<file path="config.mk">
export PLATFORM = sky130hd
export DESIGN_NAME = sfx_scheduler_flat
export DESIGN_NICKNAME = d
export VERILOG_FILES = /design/src/rtl/sfx_pkg.sv /design/src/rtl/sfx_scheduler_if.sv /design/src/rtl/sfx_rom.sv /design/src/rtl/sfx_scheduler.sv /design/src/flat_wrapper.sv
export SDC_FILE = /design/constraint.sdc
export NUM_CORES = 1
export LEC_CHECK = 0
export ABC_AREA = 1
export BUFFER_PORTS_ARGS = -buffer_cell sky130_fd_sc_hd__buf_4
export CORE_MARGIN = 1
export CORE_UTILIZATION = 54
export CTS_CLUSTER_SIZE = 40
export DETAILED_ROUTE_END_ITERATION = 10
export PLACE_DENSITY_LB_ADDON = 0.2
export SLEW_MARGIN = 20
export SYNTH_ARGS = -nofsm -noshare
export SYNTH_HDL_FRONTEND = slang
export SYNTH_HIERARCHICAL = 1
export SYNTH_SLANG_ARGS = --single-unit
</file>
<file path="constraint.sdc">
create_clock -name clk -period 4.5 [get_ports clk]
set_input_delay 0.675 -clock clk [delete_from_list [all_inputs] [get_ports clk]]
set_output_delay 0.675 -clock clk [all_outputs]
set_load 0.02 [all_outputs]
</file>
<file path="src/rtl/sfx_pkg.sv">
// rtl/sfx_pkg.sv - note codes, divisor table, effect ids and ROM layout for sfx_scheduler
package sfx_pkg;

  localparam logic [2:0] NOTE_NONE = 3'd0;
  localparam logic [2:0] NOTE_C4   = 3'd1;
  localparam logic [2:0] NOTE_D4   = 3'd2;
  localparam logic [2:0] NOTE_E4   = 3'd3;
  localparam logic [2:0] NOTE_F4   = 3'd4;
  localparam logic [2:0] NOTE_G4   = 3'd5;
  localparam logic [2:0] NOTE_A4   = 3'd6;
  localparam logic [2:0] NOTE_B4   = 3'd7;

  localparam logic [1:0] SFX_NONE = 2'd0;
  localparam logic [1:0] SFX_JUMP = 2'd1;
  localparam logic [1:0] SFX_OVER = 2'd2;

  localparam logic [3:0] JUMP_BASE = 4'd0;
  localparam logic [3:0] OVER_BASE = 4'd4;
  localparam logic [7:0] DUR_END   = 8'd0;

  typedef struct packed {
    logic [2:0] note;
    logic [7:0] dur;
  } rom_entry_t;

  typedef enum logic [1:0] {S_IDLE, S_LOAD, S_PLAY, S_FIN} state_t;

  // Half-period divisor for a 100 MHz clock: 100e6 / (2 f), truncated; 1 means silence.
  function automatic logic [21:0] note_to_div(input logic [2:0] code);
    case (code)
      NOTE_C4: note_to_div = 22'd190839;
      NOTE_D4: note_to_div = 22'd170068;
      NOTE_E4: note_to_div = 22'd151515;
      NOTE_F4: note_to_div = 22'd143266;
      NOTE_G4: note_to_div = 22'd127551;
      NOTE_A4: note_to_div = 22'd113636;
      NOTE_B4: note_to_div = 22'd101214;
      default: note_to_div = 22'd1;
    endcase
  endfunction

endpackage

</file>
<file path="src/rtl/sfx_scheduler_if.sv">
// rtl/sfx_scheduler_if.sv - request/control inputs and note_gen drive outputs of sfx_scheduler
interface sfx_scheduler_if #(
  parameter int DIV_W = 22
);
  logic [2:0]       key_note;
  logic             jump_req;
  logic             over_req;
  logic             mute;
  logic [DIV_W-1:0] note_div;
  logic [2:0]       volume;
  logic             busy;
  logic [1:0]       sfx_id;
  logic             done;

  modport master (
    output key_note, jump_req, over_req, mute,
    input  note_div, volume, busy, sfx_id, done
  );

  modport slave (
    input  key_note, jump_req, over_req, mute,
    output note_div, volume, busy, sfx_id, done
  );
endinterface

</file>
<file path="src/rtl/sfx_rom.sv">
// rtl/sfx_rom.sv - 16x11 sound-effect ROM, {note, dur}; dur 0 marks the end of an effect
module sfx_rom
  import sfx_pkg::*;
(
  input  logic [3:0] addr_i,
  output rom_entry_t entry_o
);

  always_comb begin
    entry_o = '{note: NOTE_NONE, dur: DUR_END};
    case (addr_i)
      4'd0: entry_o = '{note: NOTE_E4,   dur: 8'd40};
      4'd1: entry_o = '{note: NOTE_G4,   dur: 8'd40};
      4'd2: entry_o = '{note: NOTE_B4,   dur: 8'd60};
      4'd4: entry_o = '{note: NOTE_G4,   dur: 8'd150};
      4'd5: entry_o = '{note: NOTE_E4,   dur: 8'd150};
      4'd6: entry_o = '{note: NOTE_C4,   dur: 8'd255};
      4'd7: entry_o = '{note: NOTE_NONE, dur: 8'd50};
      4'd8: entry_o = '{note: NOTE_C4,   dur: 8'd200};
      default: entry_o = '{note: NOTE_NONE, dur: DUR_END};
    endcase
  end

endmodule

</file>
<file path="src/rtl/sfx_scheduler.sv">
// rtl/sfx_scheduler.sv - arbitrates jingle/chirp/keyboard onto note_gen; SFX_VOL_RAMP_EN ramps jingle volume
module sfx_scheduler
  import sfx_pkg::*;
#(
  parameter int          TICK_DIV = 100000,
  parameter int unsigned VOLUME   = 5,
  parameter int          DIV_W    = 22
) (
  input logic           clk,
  input logic           rst,
  sfx_scheduler_if.slave bus
);

  localparam int PW = (TICK_DIV > 2) ? $clog2(TICK_DIV) : 1;

  state_t           state_q, state_d;
  logic [3:0]       ptr_q, ptr_d;
  logic [PW-1:0]    presc_q, presc_d;
  logic [7:0]       dur_q, dur_d;
  logic [DIV_W-1:0] raw_q, raw_d;
  logic [DIV_W-1:0] div_q;
  logic [2:0]       vol_q, vol_d;
  logic             busy_q, busy_d;
  logic [1:0]       id_q, id_d;
  logic [1:0]       cur_q, cur_d;
  logic             done_q, done_d;
  rom_entry_t       rom_entry;
  logic             tick, last;
  logic [2:0]       entry_vol;

  sfx_rom u_rom (
    .addr_i  (ptr_q),
    .entry_o (rom_entry)
  );

  // PLAY leaves one cycle early: the LOAD cycle that follows still shows the note, so it lasts dur*TICK_DIV.
  assign tick = (presc_q == PW'(TICK_DIV - 1));
  assign last = (dur_q == 8'd1) && (presc_q == PW'(TICK_DIV - 2));

`ifdef SFX_VOL_RAMP_EN
  logic [3:0] ent_off;
  assign ent_off   = ptr_q - OVER_BASE;
  assign entry_vol = (cur_q != SFX_OVER) ? 3'(VOLUME) :
                     (4'(VOLUME) > ent_off + 4'd1) ? 3'(4'(VOLUME) - ent_off) : 3'd1;
`else
  assign entry_vol = 3'(VOLUME);
`endif

  always_comb begin
    state_d = state_q;
    ptr_d   = ptr_q;
    presc_d = presc_q;
    dur_d   = dur_q;
    raw_d   = raw_q;
    vol_d   = vol_q;
    busy_d  = busy_q;
    id_d    = id_q;
    cur_d   = cur_q;
    done_d  = 1'b0;
    // cur_q tracks the effect being sequenced from the request onward; sfx_id only follows at note start.
    if (bus.over_req) begin
      state_d = S_LOAD;
      ptr_d   = OVER_BASE;
      cur_d   = SFX_OVER;
    end else if (bus.jump_req && (cur_q != SFX_OVER)) begin
      state_d = S_LOAD;
      ptr_d   = JUMP_BASE;
      cur_d   = SFX_JUMP;
    end else begin
      case (state_q)
        S_IDLE: begin
          raw_d = DIV_W'(note_to_div(bus.key_note));
          vol_d = 3'(VOLUME);
        end
        S_LOAD: begin
          if (rom_entry.dur == DUR_END) begin
            state_d = S_FIN;
            done_d  = 1'b1;
            busy_d  = 1'b0;
            id_d    = SFX_NONE;
            cur_d   = SFX_NONE;
            raw_d   = DIV_W'(1);
            vol_d   = 3'(VOLUME);
          end else begin
            state_d = S_PLAY;
            raw_d   = DIV_W'(note_to_div(rom_entry.note));
            busy_d  = 1'b1;
            id_d    = cur_q;
            dur_d   = rom_entry.dur;
            presc_d = '0;
            vol_d   = entry_vol;
          end
        end
        S_PLAY: begin
          if (last) begin
            state_d = S_LOAD;
            ptr_d   = ptr_q + 4'd1;
          end else if (tick) begin
            presc_d = '0;
            dur_d   = dur_q - 8'd1;
          end else begin
            presc_d = presc_q + PW'(1);
          end
        end
        S_FIN:   state_d = S_IDLE;
        default: state_d = S_IDLE;
      endcase
    end
  end

  always_ff @(posedge clk or negedge rst) begin
    if (!rst) begin
      state_q <= S_IDLE;
      ptr_q   <= '0;
      presc_q <= '0;
      dur_q   <= '0;
      raw_q   <= DIV_W'(1);
      div_q   <= DIV_W'(1);
      vol_q   <= 3'(VOLUME);
      busy_q  <= 1'b0;
      id_q    <= SFX_NONE;
      cur_q   <= SFX_NONE;
      done_q  <= 1'b0;
    end else begin
      state_q <= state_d;
      ptr_q   <= ptr_d;
      presc_q <= presc_d;
      dur_q   <= dur_d;
      raw_q   <= raw_d;
      // raw_q keeps the unmuted divisor so un-muting restores the current note immediately.
      div_q   <= bus.mute ? DIV_W'(1) : raw_d;
      vol_q   <= vol_d;
      busy_q  <= busy_d;
      id_q    <= id_d;
      cur_q   <= cur_d;
      done_q  <= done_d;
    end
  end

  assign bus.note_div = div_q;
  assign bus.volume   = vol_q;
  assign bus.busy     = busy_q;
  assign bus.sfx_id   = id_q;
  assign bus.done     = done_q;

endmodule

</file>
<file path="src/flat_wrapper.sv">
// flat-port wrapper written by rule: the top's interface ports become plain ports
module sfx_scheduler_flat import sfx_pkg::*;
#(
  parameter int          TICK_DIV = 100000,
  parameter int unsigned VOLUME   = 5,
  parameter int          DIV_W    = 22
)
  (clk, rst, bus_key_note, bus_jump_req, bus_over_req, bus_mute, bus_note_div, bus_volume, bus_busy, bus_sfx_id, bus_done);
  sfx_scheduler_if #(.DIV_W(DIV_W)) bus_i ();
  input logic clk;
  input logic rst;
  input wire logic [$bits(bus_i.key_note)-1:0] bus_key_note;
  input wire logic [$bits(bus_i.jump_req)-1:0] bus_jump_req;
  input wire logic [$bits(bus_i.over_req)-1:0] bus_over_req;
  input wire logic [$bits(bus_i.mute)-1:0] bus_mute;
  output wire logic [$bits(bus_i.note_div)-1:0] bus_note_div;
  output wire logic [$bits(bus_i.volume)-1:0] bus_volume;
  output wire logic [$bits(bus_i.busy)-1:0] bus_busy;
  output wire logic [$bits(bus_i.sfx_id)-1:0] bus_sfx_id;
  output wire logic [$bits(bus_i.done)-1:0] bus_done;
  assign bus_i.key_note = bus_key_note;
  assign bus_i.jump_req = bus_jump_req;
  assign bus_i.over_req = bus_over_req;
  assign bus_i.mute = bus_mute;
  assign bus_note_div = bus_i.note_div;
  assign bus_volume = bus_i.volume;
  assign bus_busy = bus_i.busy;
  assign bus_sfx_id = bus_i.sfx_id;
  assign bus_done = bus_i.done;
  sfx_scheduler #(.TICK_DIV(TICK_DIV), .VOLUME(VOLUME), .DIV_W(DIV_W)) u_core (.clk(clk), .rst(rst), .bus(bus_i));
endmodule
</file>
==> results.json <==
{
  "syn_avg_cell_area_sq_um": 7.17,
  "synth_cell_types": 44,
  "dpl_cell_area_sq_mm": 0.00509,
  "routed_wl_microns": 10600,
  "final_cell_mix": "nand2_1, nor2_1, dfrtp_1",
  "drv_slew": 0,
  "p_leak_uw": 0.00271,
  "drive_gt1_share_pct": 13.0,
  "drc": 0,
  "async_reset_ff_share_pct": 100,
  "clkSlewWorstSetupHoldPaths_ns": 0.10,
  "setup_viol": 0,
  "rr_startpoint": "u_core/ptr_q[0]$_DFFE_PN0P_",
  "period_share_pct": 57.3,
  "worst_setup_path_end_kind": "flop",
  "grt_pass1_wl_microns": 18100,
  "startpoint": "u_core/ptr_q[0]$_DFFE_PN0P_",
  "ant_nets": 0,
  "yosys.area_share.adder_pct": 3.37,
  "cts_setup_buffers": 0,
  "clkLatencyLatePin_ns": 0.35,
  "routabilityCongestion": 0.929,
  "p_per_area_mw_per_mm2": 540,
  "port_buffers": 33,
  "synthToLayoutAreaGrowth_pct": 9.77,
  "synthCells": 673,
  "grtUsageTotal_pct": 25.0,
  "die_w_microns": 96.5,
  "ys_dominant_reg_cell": "dfrtp_1",
  "via_per_inst": 5.25,
  "status": "complete, no violations",
  "antenna_cells": 0,
  "synth-compound-area-share_pct": 8.48,
  "cp_slowest_cell": "o21ai_0",
  "nets": 718,
  "holdWs_ns": 0.339,
  "fin_area_sq_mm": 0.00530,
  "overflow": 0,
  "fp.dieH_microns": 96.5,
  "synth_edf_count": 0,
  "synth_top_family_by_area": "simple AND/OR/NAND/NOR gates",
  "finalCriticalPeriod_ns": 2.58,
  "place_hpwl_microns": 7590,
  "final_hold_viol_count": 0,
  "placed_cells": 794,
  "antenna_found_initial": 0,
  "reg2reg_slack_ns": 1.92,
  "muxShareOfSynthArea_pct": 0.233,
  "cts-root-buf": "clkbuf_8",
  "slew_headroom_pct": 32.1,
  "synth-xor-area-share_pct": 0.363,
  "final_common_cell": "nand2_1",
  "required_ns": 4.77,
  "synth-seq-area-share_pct": 42.1,
  "postCtsResizedCells": 0,
  "grt_max_degree": 82,
  "arrival_ns": 2.85,
  "first_pass_iters": 5,
  "ioPinCount": 37,
  "row_count": 34,
  "setup_tns_ns": 0,
  "path_max_fanout": 11,
  "cts.sinks": 81,
  "ctsHoldBuffers": 0,
  "numCtsBuffers": 9,
  "yosysWarnings": 6,
  "synth-seq-cells": 81,
  "netlist_area_sq_mm": 0.00483,
  "final_core_utilization_pct": 61.0,
  "routedWlPerCell_microns": 13.1,
  "rsz0062_at_grt": "false",
  "vias": 4253,
  "ir_worst_vdd_uv": 370,
  "htree_num_levels": 3,
  "die_area_sq_mm": 0.00932,
  "clock_skew_ns": 0.0147,
  "max_freq_ghz": 0.388,
  "fin_cells": 810,
  "synthSimpleGateAreaFrac_pct": 36.3,
  "drt_iter0_markers": 199,
  "grt_pass1_vias": 4023,
  "critPathKind": "reg2reg",
  "crit_top_cell": "nand2_1",
  "initial_utilization_pct": 55.6,
  "crit_path_max_incr_delay_ns": 0.79,
  "core-area_sq_mm": 0.00868,
  "startpoint_type": "flop",
  "hp-class": "in2async",
  "tightestPinTransition_ns": 1.01,
  "cts_tree": "yes",
  "cts-root-to-sink-buffers": 2,
  "path_cells": "ha_1 -> o21ai_0 -> nand2_1 -> nand2_1 -> o21a_1 -> nand3_1 -> nand2_1 -> nand2_1 -> a21oi_1",
  "drv_cap": 0
}
final cells by class:
cell class,count,area [sq um]
inverters,82,309
clock inverters,7,76.3
well taps,108,135
fillers,809,3380
multi-input cells,489,2360
repair buffers,34,259
flip-flops and latches,81,2030
clock buffers,9,124
cell usage after synthesis, types with 4 or more instances:
library cell	count	share of area, %
nand4_1	17	2.2
nor2_1	87	6.8
or2_2	9	1.2
buf_2	7	0.73
o21ai_2	5	0.91
inv_1	78	6.1
a21oi_1	12	1.2
nand2_2	5	0.65
o21ai_0	35	3.6
nor2_2	7	0.91
o21ai_1	7	0.73
nand3_1	51	5.3
nor3_1	10	1.0
dfrtp_1	79	41
nand2_1	200	16
buf_4	4	0.62
clkbuf_1	8	0.62
ha_1	13	3.4
through the flow:
stage | power, uW | worst slack (ns)
4_1_cts | 2890 | 1.97
3_3_place_gp | 2300 | 1.92
5_1_grt | 3100 | 1.58
2_1_floorplan | 1980 | 2.57
6_report | 2860 | 1.92
3_5_place_dp | 2320 | 1.92
flip-flops by register name, indices dropped and copies added, names as in the netlist:
register	flops
u_core/bus.busy	1
u_core/bus.done	1
u_core/bus.note_div	22
u_core/bus.sfx_id	2
u_core/cur_q	2
u_core/dur_q	8
u_core/presc_q	17
u_core/ptr_q	4
u_core/raw_q	22
u_core/state_q	2
kinds of logic after synthesis:
group | Yosys count
buffers and inverters | 104
DFF | 81
muxes | 1
AOI/OAI and AO/OA | 71
xor gates and xnor gates | 2
adders and majority gates | 13
and+or+nand+nor | 399
other | 2
per-layer routing:
metal  global-route usage, %  routed length (microns)  share of wire [%]
met3                    5.40                      438                4.1
met4                    9.19                      174                1.6
met2                    42.0                     5120                 48
met1                    31.7                     4890                 46
met5                       0                        0                  0
path summary, 6_finish.rpt:
path,end,cells past startpoint
setup / recovery,u_core/bus.note_div[10]$_DFF_PN0_,9
hold / removal,u_core/dur_q[4]$_DFFE_PN0P_,1
setup reg to reg,u_core/bus.note_div[10]$_DFF_PN0_,9
hold reg to reg,u_core/raw_q[21]$_DFF_PN0_,2
max in group asynchronous,u_core/bus.note_div[14]$_DFF_PN0_,1
min in group clk,u_core/raw_q[21]$_DFF_PN0_,2
where the power goes:
group	internal, uW	switching, uW
Combinational	432	831
Sequential	937	113
Clock	260	289
worst max-delay path, delay by kind of cell (launching register included):
kind	cells	cell delay, ns
AOI/OAI and AO/OA	3	1.10
and+or+nand+nor	5	0.67
DFF	1	0.47
adders and majority gates	1	0.25
No activity file was read; power rests on OpenSTA's default activity.
